<file path="config.mk">
export PLATFORM = sky130hd
export DESIGN_NAME = key_input_conditioner
export DESIGN_NICKNAME = d
export VERILOG_FILES = /design/src/rtl/key_input_pkg.sv /design/src/rtl/key_channel.sv /design/src/rtl/key_input_conditioner.sv
export SDC_FILE = /design/constraint.sdc
export NUM_CORES = 1
export LEC_CHECK = 0
export ABC_AREA = 1
export ABC_CLOCK_PERIOD_IN_PS = 2700
export CAP_MARGIN = 25
export CORE_MARGIN = 1
export CORE_UTILIZATION = 40
export DETAILED_ROUTE_END_ITERATION = 7
export GPL_ROUTABILITY_DRIVEN = 0
export SYNTH_ARGS = -nofsm -noshare
export SYNTH_HDL_FRONTEND = slang
export SYNTH_HIERARCHICAL = 1
export SYNTH_SLANG_ARGS = --single-unit
</file>
<file path="constraint.sdc">
create_clock -name CLOCK -period 2.7 [get_ports CLOCK]
set_input_delay 0.54 -clock CLOCK [delete_from_list [all_inputs] [get_ports CLOCK]]
set_output_delay 0.54 -clock CLOCK [all_outputs]
set_load 0.01 [all_outputs]
</file>
<file path="src/rtl/key_input_pkg.sv">
// Shared types and constants for the KEY-bank input conditioner:
// per-key state encoding, counter sizing and 50 MHz default timing.
package key_input_pkg;

    typedef enum logic [2:0] {
        IDLE,
        DEB_PRESS,
        HELD,
        REPEATING,
        DEB_RELEASE
    } key_state_e;

    localparam int DEFAULT_NUM_KEYS        = 4;
    localparam int DEFAULT_DEBOUNCE_CYCLES = 500_000;     // 10 ms
    localparam int DEFAULT_HOLD_CYCLES     = 25_000_000;  // 500 ms
    localparam int DEFAULT_REPEAT_CYCLES   = 5_000_000;   // 100 ms

    // Wide enough to hold the largest of the three timing thresholds.
    function automatic int cnt_width(input int debounce, input int hold, input int rpt);
        int m;
        m = debounce;
        if (hold > m) m = hold;
        if (rpt > m)  m = rpt;
        return $clog2(m + 1);
    endfunction

endpackage

</file>
<file path="src/rtl/key_channel.sv">
// One key: 2-flop synchroniser, debounce / hold / auto-repeat FSM and
// registered level and pulse outputs.
module key_channel
    import key_input_pkg::*;
#(
    parameter int DEBOUNCE_CYCLES = DEFAULT_DEBOUNCE_CYCLES,
    parameter int HOLD_CYCLES     = DEFAULT_HOLD_CYCLES,
    parameter int REPEAT_CYCLES   = DEFAULT_REPEAT_CYCLES
) (
    input  logic clk,
    input  logic rst_n,
    input  logic key_n,
    output logic pressed,
    output logic press_pulse,
    output logic release_pulse,
    output logic repeat_pulse
);

    localparam int CW = cnt_width(DEBOUNCE_CYCLES, HOLD_CYCLES, REPEAT_CYCLES);
    localparam logic [CW-1:0] DEB_LAST  = CW'(DEBOUNCE_CYCLES);
    localparam logic [CW-1:0] HOLD_LAST = CW'(HOLD_CYCLES);
    localparam logic [CW-1:0] REP_LAST  = CW'(REPEAT_CYCLES);

    logic          key_meta;
    logic          key_sync;
    key_state_e    state, state_nxt;
    logic [CW-1:0] cnt, cnt_nxt, cnt_inc;
    logic          pressed_nxt, press_nxt, release_nxt, repeat_nxt;

    // NOTE: synchroniser flops reset to 1 (released), not 0, so reset never looks like a press.
    always_ff @(posedge clk or negedge rst_n) begin
        if (!rst_n) begin
            key_meta <= 1'b1;
            key_sync <= 1'b1;
        end else begin
            key_meta <= key_n;
            key_sync <= key_meta;
        end
    end

    assign cnt_inc = cnt + CW'(1);

    // NOTE: every always_comb output gets a default first, so no path can infer a latch.
    always_comb begin
        state_nxt   = state;
        cnt_nxt     = cnt;
        pressed_nxt = pressed;
        press_nxt   = 1'b0;
        release_nxt = 1'b0;
        repeat_nxt  = 1'b0;
        case (state)
            IDLE: begin
                if (!key_sync) begin
                    if (DEBOUNCE_CYCLES <= 1) begin
                        state_nxt   = HELD;
                        cnt_nxt     = '0;
                        press_nxt   = 1'b1;
                        pressed_nxt = 1'b1;
                    end else begin
                        state_nxt = DEB_PRESS;
                        cnt_nxt   = CW'(1);
                    end
                end
            end
            DEB_PRESS: begin
                if (key_sync) begin
                    state_nxt = IDLE;
                    cnt_nxt   = '0;
                end else if (cnt_inc == DEB_LAST) begin
                    state_nxt   = HELD;
                    cnt_nxt     = '0;
                    press_nxt   = 1'b1;
                    pressed_nxt = 1'b1;
                end else begin
                    cnt_nxt = cnt_inc;
                end
            end
            HELD: begin
                if (key_sync) begin
                    state_nxt = DEB_RELEASE;
                    cnt_nxt   = '0;
                end else if (HOLD_CYCLES > 0) begin
                    if (cnt_inc == HOLD_LAST) begin
                        state_nxt  = REPEATING;
                        cnt_nxt    = '0;
                        repeat_nxt = 1'b1;
                    end else begin
                        cnt_nxt = cnt_inc;
                    end
                end
            end
            REPEATING: begin
                if (key_sync) begin
                    state_nxt = DEB_RELEASE;
                    cnt_nxt   = '0;
                end else if (cnt_inc == REP_LAST) begin
                    cnt_nxt    = '0;
                    repeat_nxt = 1'b1;
                end else begin
                    cnt_nxt = cnt_inc;
                end
            end
            DEB_RELEASE: begin
                // A short return to low is a glitch: back to HELD with a fresh hold timer.
                if (!key_sync) begin
                    state_nxt = HELD;
                    cnt_nxt   = '0;
                end else if (cnt_inc == DEB_LAST) begin
                    state_nxt   = IDLE;
                    cnt_nxt     = '0;
                    release_nxt = 1'b1;
                    pressed_nxt = 1'b0;
                end else begin
                    cnt_nxt = cnt_inc;
                end
            end
            default: begin
                state_nxt = IDLE;
                cnt_nxt   = '0;
            end
        endcase
    end

    // NOTE: sequential state uses non-blocking assignments only.
    always_ff @(posedge clk or negedge rst_n) begin
        if (!rst_n) begin
            state         <= IDLE;
            cnt           <= '0;
            pressed       <= 1'b0;
            press_pulse   <= 1'b0;
            release_pulse <= 1'b0;
            repeat_pulse  <= 1'b0;
        end else begin
            state         <= state_nxt;
            cnt           <= cnt_nxt;
            pressed       <= pressed_nxt;
            press_pulse   <= press_nxt;
            release_pulse <= release_nxt;
            repeat_pulse  <= repeat_nxt;
        end
    end

endmodule

</file>
<file path="src/rtl/key_input_conditioner.sv">
// Conditions the active-low KEY bank into registered level, press, release
// and auto-repeat events; one independent key_channel per key.
module key_input_conditioner
    import key_input_pkg::*;
#(
    parameter int NUM_KEYS        = DEFAULT_NUM_KEYS,
    parameter int DEBOUNCE_CYCLES = DEFAULT_DEBOUNCE_CYCLES,
    parameter int HOLD_CYCLES     = DEFAULT_HOLD_CYCLES,
    parameter int REPEAT_CYCLES   = DEFAULT_REPEAT_CYCLES
) (
    input  logic                CLOCK,
    input  logic                RESET_N,
    input  logic [NUM_KEYS-1:0] KEY,
    output logic [NUM_KEYS-1:0] PRESSED,
    output logic [NUM_KEYS-1:0] PRESS,
    output logic [NUM_KEYS-1:0] RELEASE,
    output logic [NUM_KEYS-1:0] REPEAT
);

    for (genvar i = 0; i < NUM_KEYS; i++) begin : g_key
        key_channel #(
            .DEBOUNCE_CYCLES (DEBOUNCE_CYCLES),
            .HOLD_CYCLES     (HOLD_CYCLES),
            .REPEAT_CYCLES   (REPEAT_CYCLES)
        ) u_channel (
            .clk           (CLOCK),
            .rst_n         (RESET_N),
            .key_n         (KEY[i]),
            .pressed       (PRESSED[i]),
            .press_pulse   (PRESS[i]),
            .release_pulse (RELEASE[i]),
            .repeat_pulse  (REPEAT[i])
        );
    end

endmodule

</file>
# [Yosys cells after proc, flatten, opt, wreduce, memory -nomap -nowiden]
# Cells that the tools add are included.
[word_totals] word_cells=248 input_bits=6 out_inout_bits=16 register_bits=136
[classes] n_addsub=4 muxes=132 n_eq_ne=64 reduce_logical=16
[op_table] cell="25-bit two-way mux" n=32
[op_table] cell="25-bit case mux with 5 select lines" n=4
[op_table] cell="25-bit by 1-bit adder with 25-bit output, second input constant" n=4
[op_table] cell="25-bit by 19-bit == test with 1-bit output, second input constant" n=4
[op_table] cell="25-bit by 23-bit == test with 1-bit output, second input constant" n=4
[op_table] cell="25-bit == test, second input constant" n=4
[op_table] cell="3-bit two-way mux" n=32
[op_table] cell="3-bit case mux with 5 select lines" n=4
[op_table] cell="1-bit two-way mux" n=52
[op_table] cell="5-bit AND reduction" n=8
[op_table] cell="2-bit by 1-bit != test with 1-bit output, second input constant" n=16
[op_table] cell="3-bit by 2-bit == test with 1-bit output, second input constant" n=8
[op_table] cell="3-bit by 1-bit != test with 1-bit output, second input constant" n=8
[op_table] cell="2-bit != test, second input constant" n=8
[op_table] cell="1-bit case mux with 2 select lines" n=8
[op_table] cell="3-bit by 1-bit == test with 1-bit output, second input constant" n=4
[op_table] cell="3-bit == test, second input constant" n=4
[op_table] cell="3-bit logical NOT" n=4
[op_table] cell="3-bit != test, second input constant" n=4
[op_table] cell="2-bit nonzero test" n=4

# [Depth between registers and ports, before layout]
[logic_depth] word_depth=5 depth_mapped=17 ltp_nobuf=17

# [Cells and area by module]
# The synthesis kept the hierarchy.
[modules_own_cells] module="key_channel (g_key[0].u_channel ...)" n_inst=2 seq_area_each_um2=853.3 cells_per_inst=432 area_per_inst_um2=2557.5
[modules_own_cells] module="key_channel (g_key[2].u_channel)" n_inst=1 seq_area_each_um2=853.3 cells_per_inst=437 area_per_inst_um2=2586.2
[modules_own_cells] module="key_channel (g_key[3].u_channel)" n_inst=1 seq_area_each_um2=853.3 cells_per_inst=416 area_per_inst_um2=2512.4

# [Worst setup path after synthesis]
# Ideal clock, no wire load.
[synth_path] kind="flip-flop to flip-flop" startpoint="register g_key[0].u_channel.cnt[0]" endpoint="register g_key[0].u_channel.cnt[0]" n_path_buf=1 setup_slack_ns=0.542 period_less_slack_ns=2.158 setup_time_ns=0.121 stages_incl_launch_ff=18 arrival_time_ns=2.036 required_ns=2.579 cell_sequence="dfrtp_1 ha_1 nand2_2 nor2_4 nand2_2 nor2_4 nand2_1 nand2_1 nand2_1 nor2_1 nand2_1 nor2_1 nand2_1 o21ai_2 nand3_4 buf_6 nand2_1 nand2_1"
[synth_via] elab_chain_cells=5 word_cells_on_any_way=12 classes_between="add/sub (1); eq/ne (3); mux (8)"
[synth_lines] item="start, declared" line_no="key_channel.sv:27" text="logic [CW-1:0] cnt, cnt_nxt, cnt_inc;"
[synth_lines] item="start signal, assigned" line_no="key_channel.sv:135" text="cnt <= cnt_nxt;"
[synth_lines] item="25-bit by 1-bit adder with 25-bit output (*)" line_no="key_channel.sv:41" text="assign cnt_inc = cnt + CW'(1);"
[synth_lines] item="25-bit by 19-bit == test with 1-bit output, or another cell as far along" line_no="key_channel.sv:69, key_channel.sv:108"
[synth_lines] item="25-bit two-way mux, on equally long branches (2 in series)"
[synth_lines] item="25-bit case mux with 5 select lines (*)" line_no="key_channel.sv:51" text="case (state)"
# Mark *: on every way between the ends. The rest lies on a longest branch, timed or not.
# A chain may end at the register's enable or synchronous reset.

# [Worst setup path after layout]
[layout_path] startpoint="register g_key[2].u_channel.cnt[0]" endpoint="register g_key[2].u_channel.cnt[4]"
[layout_via] elab_chain_cells=5 word_cells_on_any_way=12 classes_between="add/sub (1); eq/ne (3); mux (8)"
[layout_lines] item="start, declared" line_no="key_channel.sv:27"
[layout_lines] item="start signal, assigned" line_no="key_channel.sv:135"
[layout_lines] item="25-bit by 1-bit adder with 25-bit output (*)" line_no="key_channel.sv:41"
[layout_lines] item="25-bit by 19-bit == test with 1-bit output, or another cell as far along" line_no="key_channel.sv:69, key_channel.sv:108"
[layout_lines] item="25-bit two-way mux, on equally long branches (2 in series)"
[layout_lines] item="25-bit case mux with 5 select lines (*)" line_no="key_channel.sv:51"
# Marks and branches as above.

==> out/metrics.csv <==
stage,metric,value,unit
outcome,status,"complete, no violations",
worst_setup_path,Slowest Stage Delay on Critical Path,0.39,ns
finish,most frequent cells in the layout,"nand2_1 (759), nor2_1 (228), inv_1 (217)",
synthesis,synth warn,6,
finish,nets,1788,
pwr,PD cells,533,nW/um2
sta,fin crit share,93.8,%
worst_setup_path,crit-path most repeated cell,nand2_1,
sta,Hold Fails Final Rpt,0,
worst_setup_path,RR Endpoint,g_key[2].u_channel/cnt[4]$_DFFE_PN0P_,
pwr,Max rail drop VDD,376,uV
clock_tree,Skew-Pair Late Insertion Delay,0.43,ns
placement,HPWL after DPL,20.3,mm
pwr,Leak,5.93,nW
sta,minimum clock period after layout,2.53,ns
clock_tree,CTS root buffer,clkbuf_16,
sta,Slew headroom,59.1,%
worst_setup_path,RR Startpoint,g_key[2].u_channel/cnt[0]$_DFFE_PN0P_,
route,Metal-1 WL,13.4,mm
route,drt wl/cell,13.6,um
route,max layer used,met4,
worst_setup_path,Critical Setup Path Class,flip-flop to flip-flop,
grt,initial antenna violation count,0,
die,Starting Density,40.7,%
synthesis,Post-Syn Area per Cell,5.95,um2
worst_setup_path,Slowest cell on crit path,dfrtp_1,
flow_run,max_cap viols,0,
sta,worst slew pin tran,0.613,ns
synthesis,sequential area share after synthesis,33.4,%
worst_setup_path,critical path peak fanout,6,
synthesis,"Async S/R FF share, synth",100,%
sta,clk_skew,0.0119,ns
clock_tree,CTS tree,built,
route,routed vias/inst,5.03,
sta,Min Hold Slack,0.0943,ns
synthesis,"Top FF cell, synth",dfrtp_1,
min_path,worst hold path type,input pin to async pin,
die,die height,162,um
worst_setup_path,CP Launch Type,flip-flop,
worst_setup_path,depth of the worst register-to-register path,16,
grt,grt ovf,0,
route,Remaining DRCs,0,
grt,Global Route Usage Sum,21.7,%
finish,filler cell count,2583,
die,die width,162,um
die,row count,58,
synthesis,distinct cell type count after synthesis,34,
synthesis,Mapped Area,10200,um2
synthesis,Mapped Nets,1727,
worst_setup_path,kind of cell adding the most delay to the critical path,simple AND/OR/NAND/NOR gates,
sta,FMAX,395,MHz
die,Core Region,25100,um2
die,die area,26200,um2
route,WL met2,13.3,mm
worst_setup_path,"Data arrival, critical path",2.85,ns
finish,"leading cell type in the layout, fill and taps excluded",nand2_1,
placement,# port buffers,21,
route,met3 WL,1.49,mm
finish,P&R area growth vs syn,16.2,%
worst_setup_path,CP required,3.01,ns
finish,fraction of layout cells with a size suffix above 1,9.77,%
route,drt first-iter violations,982,
synthesis,"EDFF count, synth",0,
worst_setup_path,worst path cell trace,ha_2 > nand2_2 > nor2_4 > nand2_4 > nor2_4 > nand2_1 > nand2_1 > inv_2 > nor2_1 > nand3_1 > nor2_1 > nand2_1 > nand2_2 > nand3_4 > nand2_1 > nand2_1,
sta,Final Max Tran Viols,0,
worst_setup_path,Worst Setup End Kind,flip-flop,
clock_tree,total CTS buffers,17,
route,Post-DRT Antenna Nets,0,
synthesis,Syn Inst Count,1717,
worst_setup_path,R2R Setup Slk,0.17,ns
synthesis,synthesis-stage register bit count,136,
grt,global-route wire length before repair,46.1,mm
grt,number of global-route vias before repair,9800,
clock_tree,clk buf depth,2,
route,routed wire length,28.8,mm
route,drt first pass iters,5,
finish,antenna cells,0,
sta,setup TNS,0,ns
clock_tree,Clock transition at path regs,0.06,ns
worst_setup_path,Critical path buffers and inverters,1,
clock_tree,H-tree levels,4,
route,detailed-route via count,10667,
sta,"Setup violations, final",0,
die,IO Pins,22,
grt,largest net degree at the start of global routing,65,
clock_tree,clk sink count,136,
## state kept, by name, indices dropped and copies added, names as in the netlist
signal                         cells
g_key.u_channel/cnt              100
g_key.u_channel/repeat_pulse       4
g_key.u_channel/release_pulse      4
g_key.u_channel/pressed            4
g_key.u_channel/state             12
g_key.u_channel/press_pulse        4
g_key.u_channel/key_meta           4
g_key.u_channel/key_sync           4
## final cells by class
cell class	instances	area (um2)	share of cell area [%]
clock buffer	19	433	3.65
clock inverter	13	108	0.907
inverter	221	830	6.99
multi-input combinational	1355	6260	52.8
sequential	136	3420	28.8
tap	330	413	3.48
timing repair buffer	47	407	3.43
## per-layer routing
| layer | vias up | track usage (%) |
|---|---|---|
| met5 | - | 0 |
| met2 | 310 | 36.0 |
| met3 | 57 | 3.04 |
| li1 | 5448 | - |
| met4 | 0 | 6.86 |
| met1 | 4852 | 29.0 |
## synth_stat cells, types with 10 or more instances
cell type,count,area [um2]
nor2_2,10,62.6
dfrtp_1,128,3200
nor3_1,18,90.1
nand3_1,124,621
a21oi_1,15,75.1
inv_1,217,815
nand2_2,14,87.6
nand2_1,774,2910
o21ai_0,27,135
nand4_1,29,181
nand3b_1,16,120
nor2_4,19,214
nor2_1,248,931
## worst max path at each step
stage | start | end | depth (start not counted)
2_1_floorplan | g_key[0].u_channel/cnt[0]$_DFFE_PN0P_ | g_key[0].u_channel/cnt[0]$_DFFE_PN0P_ | 17
6_report | g_key[2].u_channel/cnt[0]$_DFFE_PN0P_ | g_key[2].u_channel/cnt[4]$_DFFE_PN0P_ | 16
5_1_grt | g_key[0].u_channel/cnt[0]$_DFFE_PN0P_ | g_key[0].u_channel/cnt[10]$_DFFE_PN0P_ | 16
3_5_place_dp | g_key[1].u_channel/cnt[0]$_DFFE_PN0P_ | g_key[1].u_channel/cnt[8]$_DFFE_PN0P_ | 16
3_3_place_gp | g_key[3].u_channel/cnt[0]$_DFFE_PN0P_ | g_key[3].u_channel/cnt[19]$_DFFE_PN0P_ | 16
4_1_cts | g_key[3].u_channel/cnt[0]$_DFFE_PN0P_ | g_key[3].u_channel/cnt[11]$_DFFE_PN0P_ | 16
## cell families (layout without fill, tap and decap cells)
kind of cell	Yosys count	in the layout	share of synthesized area [%]
flip-flops	136	136	33.4
AND/OR/NAND/NOR	1264	1275	52.3
adder cells (fa/ha/maj)	4	4	0.490
XOR/XNOR	7	7	0.600
buffers and inverters	237	300	9.30
AO/OA/AOI/OAI	69	69	3.93
## worst reg2reg max path, stage by stage, from the launching register on
cell     delay (ns)
dfrtp_1        0.39
ha_2           0.23
nand2_2        0.10
nor2_4         0.25
nand2_4        0.11
nor2_4         0.14
nand2_1        0.06
nand2_1        0.19
inv_2          0.05
nor2_1         0.09
nand3_1        0.09
nor2_1         0.11
nand2_1        0.07
nand2_2        0.21
nand3_4        0.19
nand2_1        0.10
nand2_1        0.05
## stage by stage
step	util (%)	power [mW]	instance area (um2)	setup WS, ns	cells
finish	47.3	6.32	11900	0.168	2121
global route	47.3	6.67	11900	-0.0575	2121
CTS	45.4	5.98	11400	0.0105	2102
detailed placement	43.2	3.75	10900	0.00917	2070
global placement	43.2	3.74	10900	0.0596	2070
floorplan	-	3.45	10200	0.542	1717
## power by group
group          internal (mW)  leakage [nW]  switching, mW  total, mW
Clock                   1.26         0.258          0.950       2.21
Combinational          0.549          3.82           1.24       1.79
Sequential              2.18          1.85          0.151       2.33
## repair_timing
item / CTS / global route
pin swaps: 1 / 17
hold buffers: 0 / 0
setup buffers: 0 / 8
setup endpoints to repair: 4 / 104
cloned: 0 / 11
resized for setup: 2 / 73
(Power assumes the default switching activity.)
